### src/rtl/self_trigger_detector.sv
// self_trigger_detector
// ---------------------
// Qualifies the ADC sample stream against a programmable threshold and emits a
// one-cycle `triggered` pulse for the self-trigger state machine. The pulse can
// only occur while `armed` (the state machine's waitForTrigger) is high. The
// block adds re-arm protection, glitch qualification and a post-trigger holdoff.
//
// Ports:
//   clk            system clock, rising edge
//   rst            synchronous active-high reset
//   adcData        unsigned offset-binary ADC sample
//   adcValid       adcData is valid this cycle
//   armed          waitForTrigger from the self-trigger state machine
//   threshold      trigger level (latched when leaving IDLE)
//   edgeSelect     0 = rising, 1 = falling (latched when leaving IDLE)
//   qualifyCount   consecutive beyond-threshold samples required, 0 acts as 1
//   holdoffCycles  clocks spent in HOLDOFF after a trigger (latched on FIRE exit)
//   triggered      one-cycle trigger pulse
//   triggerSample  sample that completed qualification
//   triggerCount   number of triggers fired, wraps modulo 2^16
//   busy           state is not IDLE
module self_trigger_detector #(
  parameter int DATA_WIDTH    = 8,
  parameter int QUAL_WIDTH    = 4,
  parameter int HOLDOFF_WIDTH = 16
) (
  input  logic                     clk,
  input  logic                     rst,
  input  logic [DATA_WIDTH-1:0]    adcData,
  input  logic                     adcValid,
  input  logic                     armed,
  input  logic [DATA_WIDTH-1:0]    threshold,
  input  logic                     edgeSelect,
  input  logic [QUAL_WIDTH-1:0]    qualifyCount,
  input  logic [HOLDOFF_WIDTH-1:0] holdoffCycles,
  output logic                     triggered,
  output logic [DATA_WIDTH-1:0]    triggerSample,
  output logic [15:0]              triggerCount,
  output logic                     busy
);

  typedef enum logic [2:0] {
    IDLE    = 3'd0,
    SEEK    = 3'd1,
    QUALIFY = 3'd2,
    FIRE    = 3'd3,
    HOLDOFF = 3'd4
  } state_t;

  state_t                   state_q, state_d;
  logic [DATA_WIDTH-1:0]    thr_q, thr_d;
  logic                     edge_sel_q, edge_sel_d;
  logic [QUAL_WIDTH-1:0]    qual_q, qual_d;
  logic [QUAL_WIDTH-1:0]    qcnt_q, qcnt_d;
  logic [HOLDOFF_WIDTH-1:0] hold_cnt_q, hold_cnt_d;
  logic [DATA_WIDTH-1:0]    trig_sample_q, trig_sample_d;
  logic [15:0]              trig_count_q, trig_count_d;

  logic                     beyond;
  logic [QUAL_WIDTH-1:0]    qual_eff;
  logic [QUAL_WIDTH-1:0]    qcnt_inc;

  always_ff @(posedge clk) begin
    if (rst) begin
      state_q       <= IDLE;
      thr_q         <= '0;
      edge_sel_q    <= 1'b0;
      qual_q        <= '0;
      qcnt_q        <= '0;
      hold_cnt_q    <= '0;
      trig_sample_q <= '0;
      trig_count_q  <= '0;
    end else begin
      state_q       <= state_d;
      thr_q         <= thr_d;
      edge_sel_q    <= edge_sel_d;
      qual_q        <= qual_d;
      qcnt_q        <= qcnt_d;
      hold_cnt_q    <= hold_cnt_d;
      trig_sample_q <= trig_sample_d;
      trig_count_q  <= trig_count_d;
    end
  end

  // Classification uses the latched config; "before" is simply !beyond, so the
  // threshold value itself is always a before-sample in either direction.
  always_comb begin
    beyond   = edge_sel_q ? (adcData < thr_q) : (adcData > thr_q);
    qual_eff = (qual_q == '0) ? QUAL_WIDTH'(1) : qual_q;
    qcnt_inc = (qcnt_q == '1) ? qcnt_q : QUAL_WIDTH'(qcnt_q + 1'b1);
  end

  always_comb begin
    state_d       = state_q;
    thr_d         = thr_q;
    edge_sel_d    = edge_sel_q;
    qual_d        = qual_q;
    qcnt_d        = qcnt_q;
    hold_cnt_d    = hold_cnt_q;
    trig_sample_d = trig_sample_q;
    trig_count_d  = trig_count_q;

    case (state_q)
      IDLE: begin
        if (armed) begin
          state_d    = SEEK;
          thr_d      = threshold;
          edge_sel_d = edgeSelect;
          qual_d     = qualifyCount;
          qcnt_d     = '0;
        end
      end

      // A signal already beyond threshold must first cross back before it can
      // start a qualification run.
      SEEK: begin
        if (!armed) begin
          state_d = IDLE;
        end else if (adcValid && !beyond) begin
          state_d = QUALIFY;
          qcnt_d  = '0;
        end
      end

      // Invalid cycles hold the run count; a valid before-sample restarts it.
      QUALIFY: begin
        if (!armed) begin
          state_d = IDLE;
          qcnt_d  = '0;
        end else if (adcValid) begin
          if (beyond) begin
            qcnt_d = qcnt_inc;
            if (qcnt_inc >= qual_eff) begin
              state_d       = FIRE;
              trig_sample_d = adcData;
              trig_count_d  = trig_count_q + 16'd1;
            end
          end else begin
            qcnt_d = '0;
          end
        end
      end

      FIRE: begin
        qcnt_d = '0;
        if (holdoffCycles != '0) begin
          state_d    = HOLDOFF;
          hold_cnt_d = holdoffCycles;
        end else begin
          state_d = IDLE;
        end
      end

      // Leaving when the counter shows 1 gives exactly holdoffCycles clocks here.
      HOLDOFF: begin
        if (hold_cnt_q <= HOLDOFF_WIDTH'(1)) begin
          state_d    = IDLE;
          hold_cnt_d = '0;
        end else begin
          hold_cnt_d = hold_cnt_q - HOLDOFF_WIDTH'(1);
        end
      end

      default: begin
        state_d = IDLE;
      end
    endcase
  end

  assign triggered     = (state_q == FIRE);
  assign busy          = (state_q != IDLE);
  assign triggerSample = trig_sample_q;
  assign triggerCount  = trig_count_q;

endmodule

### config.mk
export PLATFORM = sky130hd
export DESIGN_NAME = self_trigger_detector
export DESIGN_NICKNAME = d
export VERILOG_FILES = /design/src/rtl/self_trigger_detector.sv
export SDC_FILE = /design/constraint.sdc
export NUM_CORES = 1
export LEC_CHECK = 0
export CORE_UTILIZATION = 47
export DETAILED_ROUTE_END_ITERATION = 10
export PLACE_DENSITY = 0.83
export RECOVER_POWER = 25
export SYNTH_ARGS = -nofsm -noshare
export SYNTH_HDL_FRONTEND = slang
export SYNTH_SLANG_ARGS = --single-unit
### constraint.sdc
create_clock -name clk -period 2.7 [get_ports clk]
set_input_delay 0.27 -clock clk [delete_from_list [all_inputs] [get_ports clk]]
set_output_delay 0.27 -clock clk [all_outputs]
set_load 0.02 [all_outputs]
After elaboration in Yosys (flattened, before gate mapping)
Cells that the tools add are included.
{"block": "totals", "ff_bits": 60, "inputBits": 41, "out_inout_bits": 26, "wordCells": 65}
{"block": "classes", "n_addsub": 3, "n_lt_le_gt_ge": 4, "eq_ne": 14, "muxes": 23, "reduce_logical": 13}
{"cell": "2-to-1 mux 16 bit", "count": 2}
{"cell": "2-to-1 mux 4 bit", "count": 8}
{"cell": "case mux 16 bit (2 select lines)", "count": 1}
{"cell": "2-to-1 mux 3 bit", "count": 9}
{"cell": "adder 16 x 1 -> 16 bit (second input constant)", "count": 1}
{"cell": "less-or-equal comparator 16 x 1 -> 1 bit (second input constant)", "count": 1}
{"cell": "case mux 4 bit (4 select lines)", "count": 1}
{"cell": "nonzero test 16 bit", "count": 1}
{"cell": "subtractor 16 x 1 -> 16 bit (second input constant)", "count": 1}
{"cell": "case mux 3 bit (5 select lines)", "count": 1}
{"cell": "!= test 3 bit (second input constant)", "count": 4}
{"cell": "AND reduction 5 bit", "count": 2}
{"cell": "> comparator 8 bit", "count": 1}
{"cell": "less-than comparator 8 bit", "count": 1}
{"cell": "!= test 2 bit (second input constant)", "count": 4}
{"cell": "equality test 3 x 2 -> 1 bit (second input constant)", "count": 2}
{"cell": "AND reduction 6 bit", "count": 1}
{"cell": "adder 4 x 1 -> 4 bit (second input constant)", "count": 1}
{"cell": "equality test 4 bit (second input constant)", "count": 1}
{"cell": ">= comparator 4 bit", "count": 1}
{"cell": "logical NOT 4 bit", "count": 1}
{"cell": "AND reduction 2 bit", "count": 2}
{"cell": "nonzero test 4 bit", "count": 1}
{"cell": "equality test 3 x 1 -> 1 bit (second input constant)", "count": 1}
{"cell": "8 further kinds", "count": 8}

Longest topological paths before layout
Gate-level depths: netlist of run 1.
{"block": "depth", "word_depth": 8, "mapped_depth": 12, "ltp_nobuf": 10}

Worst setup path before layout of run 1
Ideal clock, no wire load.
{"block": "synth_timing", "path_kind": "register to register", "from": "register qcnt_q[0]", "to": "register trig_count_q[8] (netlist: triggerCount[8])", "setup_time_ns": 0.070, "t_arrival_ns": 2.667, "required_ns": 2.630, "setup_slack_ns": -0.038, "path_stages_with_launch": 11, "n_path_buf": 1, "period_less_slack_ns": 2.738, "cell_sequence": "dfxtp_1 ha_1 and3_1 mux2_2 ha_1 a21oi_1 o21ai_1 nand3_1 clkbuf_1 or4_1 a21oi_1"}
{"block": "synth_via", "elab_chain_cells": 4, "word_cells_on_any_way": 5, "cone_classes": "add/sub (1); order compare (1); eq/ne (1); mux (1); reduce/logical (1)"}
{"element": "start, declared", "line_no": "54", "rtl": "logic [QUAL_WIDTH-1:0] qcnt_q, qcnt_d;"}
{"element": "start signal, assigned", "line_no": "78", "rtl": "qcnt_q <= qcnt_d;"}
{"element": "adder 4 x 1 -> 4 bit or equality test 4 bit (tied branches)", "line_no": "90", "rtl": "qcnt_inc = (qcnt_q == '1) ? qcnt_q : QUAL_WIDTH'(qcnt_q + 1'b1);"}
{"element": "2-to-1 mux 4 bit *", "line_no": "90"}
{"element": ">= comparator 4 bit *", "line_no": "133", "rtl": "if (qcnt_inc >= qual_eff) begin"}
{"element": "AND reduction 5 bit (no line) *"}
{"element": "end signal, assigned", "line_no": "81", "rtl": "trig_count_q <= trig_count_d;"}
{"element": "end, declared", "line_no": "57", "rtl": "logic [15:0] trig_count_q, trig_count_d;"}
Mark *: on every way between the ends. The rest lies on a longest branch, timed or not.
A chain may end at the register's enable or synchronous reset.

Worst setup path in the final report of run 1
{"block": "layout_timing", "from": "register qcnt_q[0]", "to": "register trig_count_q[11] (netlist: triggerCount[11])"}
The elaborated chain is that of the path after synthesis.

==> results.md, run 1 <==
- The flow ran to the end, and the final reports show no timing, DRC or antenna violations.
- From bottom edge to top edge, the die measures 88.1 um.
- The average instance area after synthesis is 7.79 um^2.
- After legalization and detailed placement, the total HPWL measured 6.70 mm.
- The class of the tightest hold or removal check is reg2reg.
- The critical register-to-register path startpoint is qcnt_q[0].
- The clock transition time at the flip-flop clock pins of the worst setup and hold paths is 0.07 ns.
- The average wire per cell in the routed design is 15.1 um.
- The worst setup skew after layout is 0.00803 ns.
- The number of antenna violations at the first check in global routing is 0.
- The number of slew-limit violations in the final report is 0.
- The total routing usage reported by global routing is 23.7%.
- The met3 capacity usage during global routing is 4.90%.
- The critical path buffer and inverter count is 1.
- The layout-stage area growth over the synthesis result is 33.6%.
- IR analysis of the VDD net gives a maximum drop of 257 uV.
- The effective utilization at floorplan is 48.3%.
- STA classifies the critical path endpoint as a flip-flop.
- The share of the cycle needed by the critical path after routing is 97.6%.
- The die boundary width is 88.1 um.
- The part of the total power dissipated in sequential elements is 42.7%.
- Measured in cells, the most critical reg-to-reg path has a length of 10.
- Data on the critical path arrives at its endpoint at 2.86 ns.
- Global routing finished with a remaining overflow of 0.
- The die outline area is 0.00776 mm^2.
- The met1 usage in global routing is 30.1%.
- For hold timing, the worst endpoint is thr_q[7].
- Global routing consumed, on the met2 layer, 39.6% of the routing resources.
- The clock passes through at most 2 buffers.
- The synthesized netlist contains 55 unique library cells.
- The number of non-filler instances in the completed layout is 624.
- The net count of the finished layout is 578.
- The violation count after the first detailed-route iteration is 195.
- The kind of cell with the highest combined delay along the critical path is multiplexers.
- The most heavily used metal layer in global routing is met2.
- The number of primary I/O pins is 67.
- The routed layout has 3624 vias.
- Synthesis produced a netlist whose cell count is 447.
- The number of setup violations in the final report is 0.
- The first global-routing pass estimated 14.5 mm of wire.
- The startpoint identified for the worst hold timing path is thr_q[7].
- Net switching is 29.6% of the power.
- The capturing point of the worst reg2reg path is triggerCount[11].
- The layout cell share with drive strength beyond 1 is 14.1%.
- The share of synthesized flip-flops with an asynchronous set or reset is 0%.
- The internal portion of the total power is 0.00157 W.
- The worst register-to-register path has a setup slack of 0.06 ns.
- The analysis attributes to cell leakage a power of 1.71 nW.
- The combinational share of power is 22.7%.
- The max-slew headroom at the worst pin is 44.5%.
- The worst path meets setup with 0.0645 ns of slack.
- The total of max-cap violations is 0.
- Summed over all layers, the routed wires come to 9.44 mm.
- The H-tree depth is 3.
- The number of input and output port buffers inserted is 66.
- The cell row count is 31.
- The critical path startpoint category is a flip-flop.
- The first TritonRoute pass finished after 5 iterations.
- The count of placed standard cells including taps is 604.
- TritonCTS built the clock tree.
- Entering global routing, the biggest net connects 46 pins.
- The maximum frequency from static timing analysis is 379 MHz.
- The clock reaches the later pin of the worst-skew pair after 0.33 ns.
- The cell sitting at the root of the clock tree is a clkbuf_8.
- Of the total power, the clock network draws 34.6%.
- The proportion of synthesized chip area in sequential cells is 34.5%.
- For this design, the CTS-stage hold fixing added 0 buffers.
- In this run, synthesis inferred 0 flip-flops with an integrated enable.
- The number of nets in the synthesized netlist is 504.
- Counting the buffers created by CTS gives 9.
- The switching power summed over all nets is 0.000657 W.
- For the pin with the worst max-slew slack, the measured transition is 0.832 ns.
- The number of global-route vias before repair is 3221.
- The number of hold violations in the final report is 0.
- The path type of the worst setup path is reg2reg.
- The utilization after layout is 64.5%.
- In the routed design, unresolved DRC markers number 0.
- The largest stage delay on the critical path is 0.37 ns.
- The synthesized netlist occupies a cell area of 0.00348 mm^2.
- The largest fanout on the critical path is 5.
- The worst setup slack before clock tree synthesis is -0.250 ns.
- The most instantiated flip-flop cell in the synthesis netlist is dfxtp_1.
- The area of the placeable core is 0.00721 mm^2.
- The signal on the critical path passes through ha_4 > and3_4 > mux2_4 > ha_4 > a21oi_2 > o21ai_2 > nand4_1 > buf_4 > nor3_1 > mux2_2.
- The congestion estimate from routability-driven global placement came to 0.898.
- After synthesis, the cell types taking the most area are dfxtp_1, a21oi_1, ha_1.
- The number of antenna repair diodes is 0.
- In the routed layout, each cell is associated on average with a via count of 5.81.
- The shortest clock period the worst path allows after layout is 2.64 ns.
- The cell type with the highest occurrence count on the critical path is ha_4.
- Counting every sink on the clock net gives 60.
- Dividing total power by cell area gives a power density of 478 mW/mm^2.
- Of the post-synthesis cell area, the dominant cell type holds 34.5%.
- The cell depth of the worst hold path is 2.
- On the critical path, the stage with the largest delay is an instance of mux2_2.
- Data on the critical path is required at its endpoint by 2.92 ns.
- The number of synthesized register bits is 60.
- Of all cell types, the one taking the most synthesized area is dfxtp_1.
- The aggregate negative setup slack is 0 ns.
- The number of warnings printed during yosys synthesis is 0.
- The number of nets with antenna violations after detailed routing is 0.
[layer usage]
layer	vias up	share of wire, %	routed length [um]
met2	118	49	4660
met3	16	4.7	445
met4	0	1.8	173
li1	1758	-	-
met1	1732	44	4150
met5	-	0	0
[metrics by stage]
stage | instance area [um^2] | total power (W) | hold WS (ns)
floorplan | 3490 | 0.00126 | 0.406
global placement | 4310 | 0.00142 | 0.445
detailed placement | 4310 | 0.00145 | 0.447
CTS | 4520 | 0.00221 | 0.456
global route | 4650 | 0.00232 | 0.477
finish | 4650 | 0.00222 | 0.453
[repair_timing]
action | in CTS | in global routing
resized for setup | 4 | 13
setup buffers | 0 | 3
pin swaps | 1 | 6
endpoints found under the setup margin | 17 | 20
gates cloned | 0 | 2
[worst register-to-register path, stage by stage (launching register included)]
cell and delay [ns]:
dfxtp_2 0.36, ha_4 0.14, and3_4 0.22, mux2_4 0.33, ha_4 0.27, a21oi_2 0.05, o21ai_2 0.25, nand4_1 0.15
buf_4 0.19, nor3_1 0.20, mux2_2 0.37
[area by class of cell]
| type | instances | area, um^2 |
|---|---|---|
| Clock buffer | 14 | 183 |
| Clock inverter | 1 | 5.00 |
| Fill cell | 608 | 2560 |
| Inverter | 21 | 78.8 |
| Multi-Input combinational cell | 343 | 2210 |
| Sequential cell | 60 | 1200 |
| Tap cell | 99 | 124 |
| Timing Repair Buffer | 86 | 853 |
[Yosys cell counts (all sizes together) (2+ instances only)]
cell type,instances
a211o,2
a211oi,7
a21o,2
a21oi,46
a22o,2
a22oi,7
a31oi,2
a32oi,3
and2,5
and3,2
buf,8
clkbuf,15
dfxtp,60
ha,16
inv,21
mux2,10
nand2,49
nand2b,8
nand3,11
nand4,6
nor2,42
nor2b,11
nor3,16
nor3b,5
nor4,10
o21a,4
o21ai,29
o22ai,7
o31ai,6
o32ai,2
or3,4
or3b,8
or4,7
xor2,4
[power groups by stage]
stage                     Combinational (W)  Sequential, W  Clock, W
after floorplan                    0.000308       0.000955         0
final                              0.000505       0.000949  0.000770
after CTS                          0.000483       0.000948  0.000779
after global placement             0.000459       0.000965         0
after global routing               0.000549       0.000952  0.000818
after detailed placement           0.000478       0.000968         0
[worst max path at each step]
stage,from,to,depth (start not counted)
2_1_floorplan,qcnt_q[0],triggerCount[8],10
3_3_place_gp,adcData[1],triggerCount[11],9
3_5_place_dp,adcData[1],triggerCount[11],9
4_1_cts,qcnt_q[0],triggerCount[8],10
5_1_grt,qcnt_q[0],triggerCount[5],10
6_report,qcnt_q[0],triggerCount[11],10
[sequential cells by signal, summed over array words and instances (netlist names)]
name	count
triggerSample	8
qual_q	4
state_q	3
edge_sel_q	1
hold_cnt_q	16
thr_q	8
qcnt_q	4
triggerCount	16
[cells by family after synthesis]
family	after synthesis	share of synthesized area [%]
flip-flops	60	34.5
AO/OA/AOI/OAI	124	21.7
XOR/XNOR	5	1.26
multiplexers	11	3.52
AND/OR/NAND/NOR	187	28.2
adder cells (fa/ha/maj)	16	5.75
buffers and inverters	44	5.06
[cells in the final DEF (no fill, tap or decap), types with 3 or more instances in the layout]
cell / netlist / routed
dfxtp_1: 60 / 58
nand2_1: 48 / 48
clkdlybuf4s50_1: 0 / 46
a21oi_1: 46 / 44
nor2_1: 40 / 40
o21ai_0: 27 / 27
inv_1: 21 / 21
dlygate4sd3_1: 0 / 19
buf_4: 1 / 17
ha_1: 16 / 14
nor3_1: 15 / 13
clkbuf_8: 0 / 13
nor2b_1: 11 / 11
nand3_1: 11 / 10
nand2b_1: 8 / 8
nor4_1: 9 / 8
mux2_2: 9 / 8
a211oi_1: 7 / 7
a22oi_1: 7 / 7
o22ai_1: 7 / 7
nand4_1: 6 / 6
or3b_2: 6 / 6
o31ai_1: 6 / 6
and2_1: 5 / 5
or4_1: 6 / 5
or3_1: 4 / 4
o21a_1: 4 / 4
xor2_1: 4 / 4
nor3_2: 1 / 3
nor3b_1: 4 / 3
a32oi_1: 3 / 3
Power figures use the tool's default switching activity.
==> run 2, diff against run 1 <==
--- a/config.mk
+++ b/config.mk
@@ -7,8 +7,9 @@
 export LEC_CHECK = 0
 export CORE_UTILIZATION = 47
 export DETAILED_ROUTE_END_ITERATION = 10
-export PLACE_DENSITY = 0.83
+export PLACE_DENSITY = 0.76
 export RECOVER_POWER = 25
+export REMOVE_ABC_BUFFERS = 1
 export SYNTH_ARGS = -nofsm -noshare
 export SYNTH_HDL_FRONTEND = slang
 export SYNTH_SLANG_ARGS = --single-unit
==> results.md, run 2 (same netlist as run 1, synthesis figures left out) <==
- The run finished with clean final reports.
- The violation count after the first detailed-route iteration is 173.
- The wire length after detailed routing is 9.40 mm.
- The area of the placeable core is 0.00721 mm^2.
- For this design the total switching power over the nets is 0.000663 W.
- Power spread over the standard cell area amounts to 506 mW/mm^2.
- The HPWL after detailed placement is 6.44 mm.
- The cell type with the highest occurrence count on the critical path is a21oi_1.
- The share of total power dissipated in sequential elements is 39.4%.
- The total routing usage reported by global routing is 24.2%.
- The H-tree depth is 3.
- The most common library cell in the layout ignoring fill and taps is dfxtp_1.
- On the worst path, the slowest cell contributes a delay of 0.35 ns.
- The clock transition time at the flip-flop clock pins of the worst setup and hold paths is 0.07 ns.
- The number of cells on the worst reg-to-reg path is 11.
- The first global-routing pass estimated 14.9 mm of wire.
- Clock tree synthesis found a total of 60 sinks.
- The leftover overflow at the end of global routing is 0.
- Combinational logic is responsible for 21.4% of the overall power.
- The max-slew headroom at the worst pin is 50.4%.
- The number of antenna diodes in the final layout is 0.
- The CTS tree is done.
- The number of buffers created by CTS is 9.
- The critical path startpoint category is a flip-flop.
- The final worst-path setup slack is 0.0274 ns.
- In this run the count of I/O pins placed on the die edge is 67.
- The class of the tightest hold or removal check is reg2reg.
- The routability congestion estimate is 0.925.
- The maximum frequency from static timing analysis is 374 MHz.
- The share of the cycle needed by the critical path after routing is 99.0%.
- The die outline area is 0.00776 mm^2.
- Clock skew on the completed layout was measured at 0.00669 ns.
- The fraction of power consumed by the clock network is 39.1%.
- The capturing point of the worst reg2reg path is triggerSample[0].
- The deepest clock path buffer count is 2.
- The y dimension of the die is 88.1 um.
- The number of setup violations in the final report is 0.
- The number of input and output port buffers inserted is 66.
- The initial utilization of the core area, before any placement, comes to 48.3%.
- Traced cell by cell, the critical path runs through ha_4 > and3_4 > mux2_4 > ha_1 > a21oi_1 > o21ai_2 > nand3_4 > buf_4 > clkbuf_16 > or3_1 > a21oi_1.
- The cell sitting at the root of the clock tree is a clkbuf_8.
- In the layout the commonest cells are dfxtp_1, clkdlybuf4s50_1, nand2_1.
- Relative to the synthesized area, the layout overhead comes to 36.4%.
- The worst setup path is captured at a flip-flop.
- The count of placed standard cells including taps is 610.
- The number of optimization iterations in the first detailed-route pass is 5.
- In the final design database the tool counted 584 nets.
- The number of slew-limit violations in the final report is 0.
- The arrival time of data at the critical path endpoint is 2.93 ns.
- Across all register-to-register paths, the minimum setup slack is 0.03 ns.
- Detailed routing inserted a total of 3644 vias.
- The path with the worst hold slack has its endpoint at thr_q[7].
- Leaving out filler cells and counting taps, the final layout contains 631.
- The detail route stage leaves a number of antenna-violating nets equal to 0.
- The final total power is 0.00241 W.
- The total of max-cap violations is 0.
- The static power due to leakage is 1.76 nW.
- The smallest clock period supported by the final layout is computed as 2.67 ns.
- Data on the critical path is required at its endpoint by 2.95 ns.
- The clock latency of the later-clocked register in the worst-skew pair is 0.33 ns.
- IR analysis of the VDD net gives a maximum drop of 291 uV.
- Adding up every negative setup slack in the final design gives 0 ns.
- The internal power summed over all cells is 0.00174 W.
- Dividing the detail-routed via count by the number of cells gives 5.77.
- Summing all multi-input logic gate instances after layout gives 0.00219 mm^2.
- Broken down by cell family, the worst path's largest delay share belongs to simple AND/OR/NAND/NOR gates.
- The setup path with the least slack is of type reg2reg.
- The worst setup slack before clock tree synthesis is -0.0302 ns.
- In this run the worst path has a maximum fanout of 15.
- The fraction of power spent switching nets is 27.5%.
- The number of antenna violations at the first check in global routing is 0.
- In this run the most critical hold path is launched from thr_q[7].
- The actual slew at the worst max-slew pin is 0.744 ns.
- In the final layout, flip-flops and latches occupy 0.00120 mm^2.
- The average wire per cell in the routed design is 14.9 um.
- The cell depth of the worst hold path is 2.
- The layout has 620 filler cells.
- The die boundary width is 88.1 um.
- The largest individual stage delay along the critical path comes from the cell dfxtp_2.
- The number of hold violations in the final report is 0.
- The critical path buffer and inverter count is 2.
- Entering global routing, the biggest net connects 41 pins.
- The number of global-route vias before repair is 3279.
- The layout cell share with drive strength beyond 1 is 15.0%.
- In the routed design, unresolved DRC markers number 0.
- The cell row count is 31.
- The critical register-to-register path startpoint is qcnt_q[1].
- The most critical setup path has its startpoint at qcnt_q[1].
run 2: cell count changes in the layout (fill, tap and decap cells not counted), moves of 2 or more:
cell and change:
buf_6 +2, dlygate4sd3_1 -5, bufinv_16 +2, buf_4 +3, clkdlybuf4s50_1 +5
run 2: how the worst max path moves through the flow:
| stage | end | slack [ns] | depth (start not counted) |
|---|---|---|---|
| 2_1_floorplan | qcnt_q[1] | -1.47 | 8 |
| 5_1_grt | triggerCount[7] | -0.05 | 11 |
| 6_report | triggerSample[0] | 0.03 | 11 |
| 3_5_place_dp | triggerCount[7] | -0.03 | 10 |
| 3_3_place_gp | triggerCount[10] | 0.01 | 10 |
| 4_1_cts | triggerCount[9] | 0.02 | 10 |
run 2: worst min-delay path, delay by kind of cell (launching register included):
kind | cells | cell delay (ns)
AND/OR/NAND/NOR | 1 | 0.05
AO/OA/AOI/OAI | 1 | 0.05
flip-flops | 1 | 0.31
run 2: cell type report:
type / instances / share of cell area [%]
Sequential cell: 60 / 25.3
Tap cell: 99 / 2.61
Clock buffer: 12 / 3.48
Inverter: 21 / 1.66
Timing Repair Buffer: 92 / 19.3
Clock inverter: 4 / 1.47
Multi-Input combinational cell: 343 / 46.1
run 2: power groups by stage:
stage	Combinational (W)	Clock, W	Sequential, W
2_1_floorplan	0.000269	0	0.000960
3_3_place_gp	0.000483	0	0.000965
3_5_place_dp	0.000493	0	0.000967
4_1_cts	0.000495	0.000954	0.000947
5_1_grt	0.000565	0.000993	0.000954
6_report	0.000516	0.000941	0.000948
run 2: through the flow:
step	instance area, um^2	hold slack, ns	util [%]
2_1_floorplan	3390	0.336	-
3_3_place_gp	4370	0.444	60.5
3_5_place_dp	4370	0.448	60.5
4_1_cts	4610	0.458	63.9
5_1_grt	4750	0.479	65.9
6_report	4750	0.455	65.9
run 2: layer usage:
metal  vias to the layer above  part of all wire, %  global-route usage, %
li1                       1776                    -                      -
met1                      1715                   43                   31.3
met2                       127                   49                   40.5
met3                        26                  5.4                   3.86
met4                         0                  2.4                   9.68
met5                         -                    0                      0
run 2: repair_timing:
action,4_1_cts,5_1_grt
setup endpoints to repair,3,21
hold buffers,0,0
buffers inserted,0,3
pin swaps,1,4
resized for setup,2,16
cloned,0,2
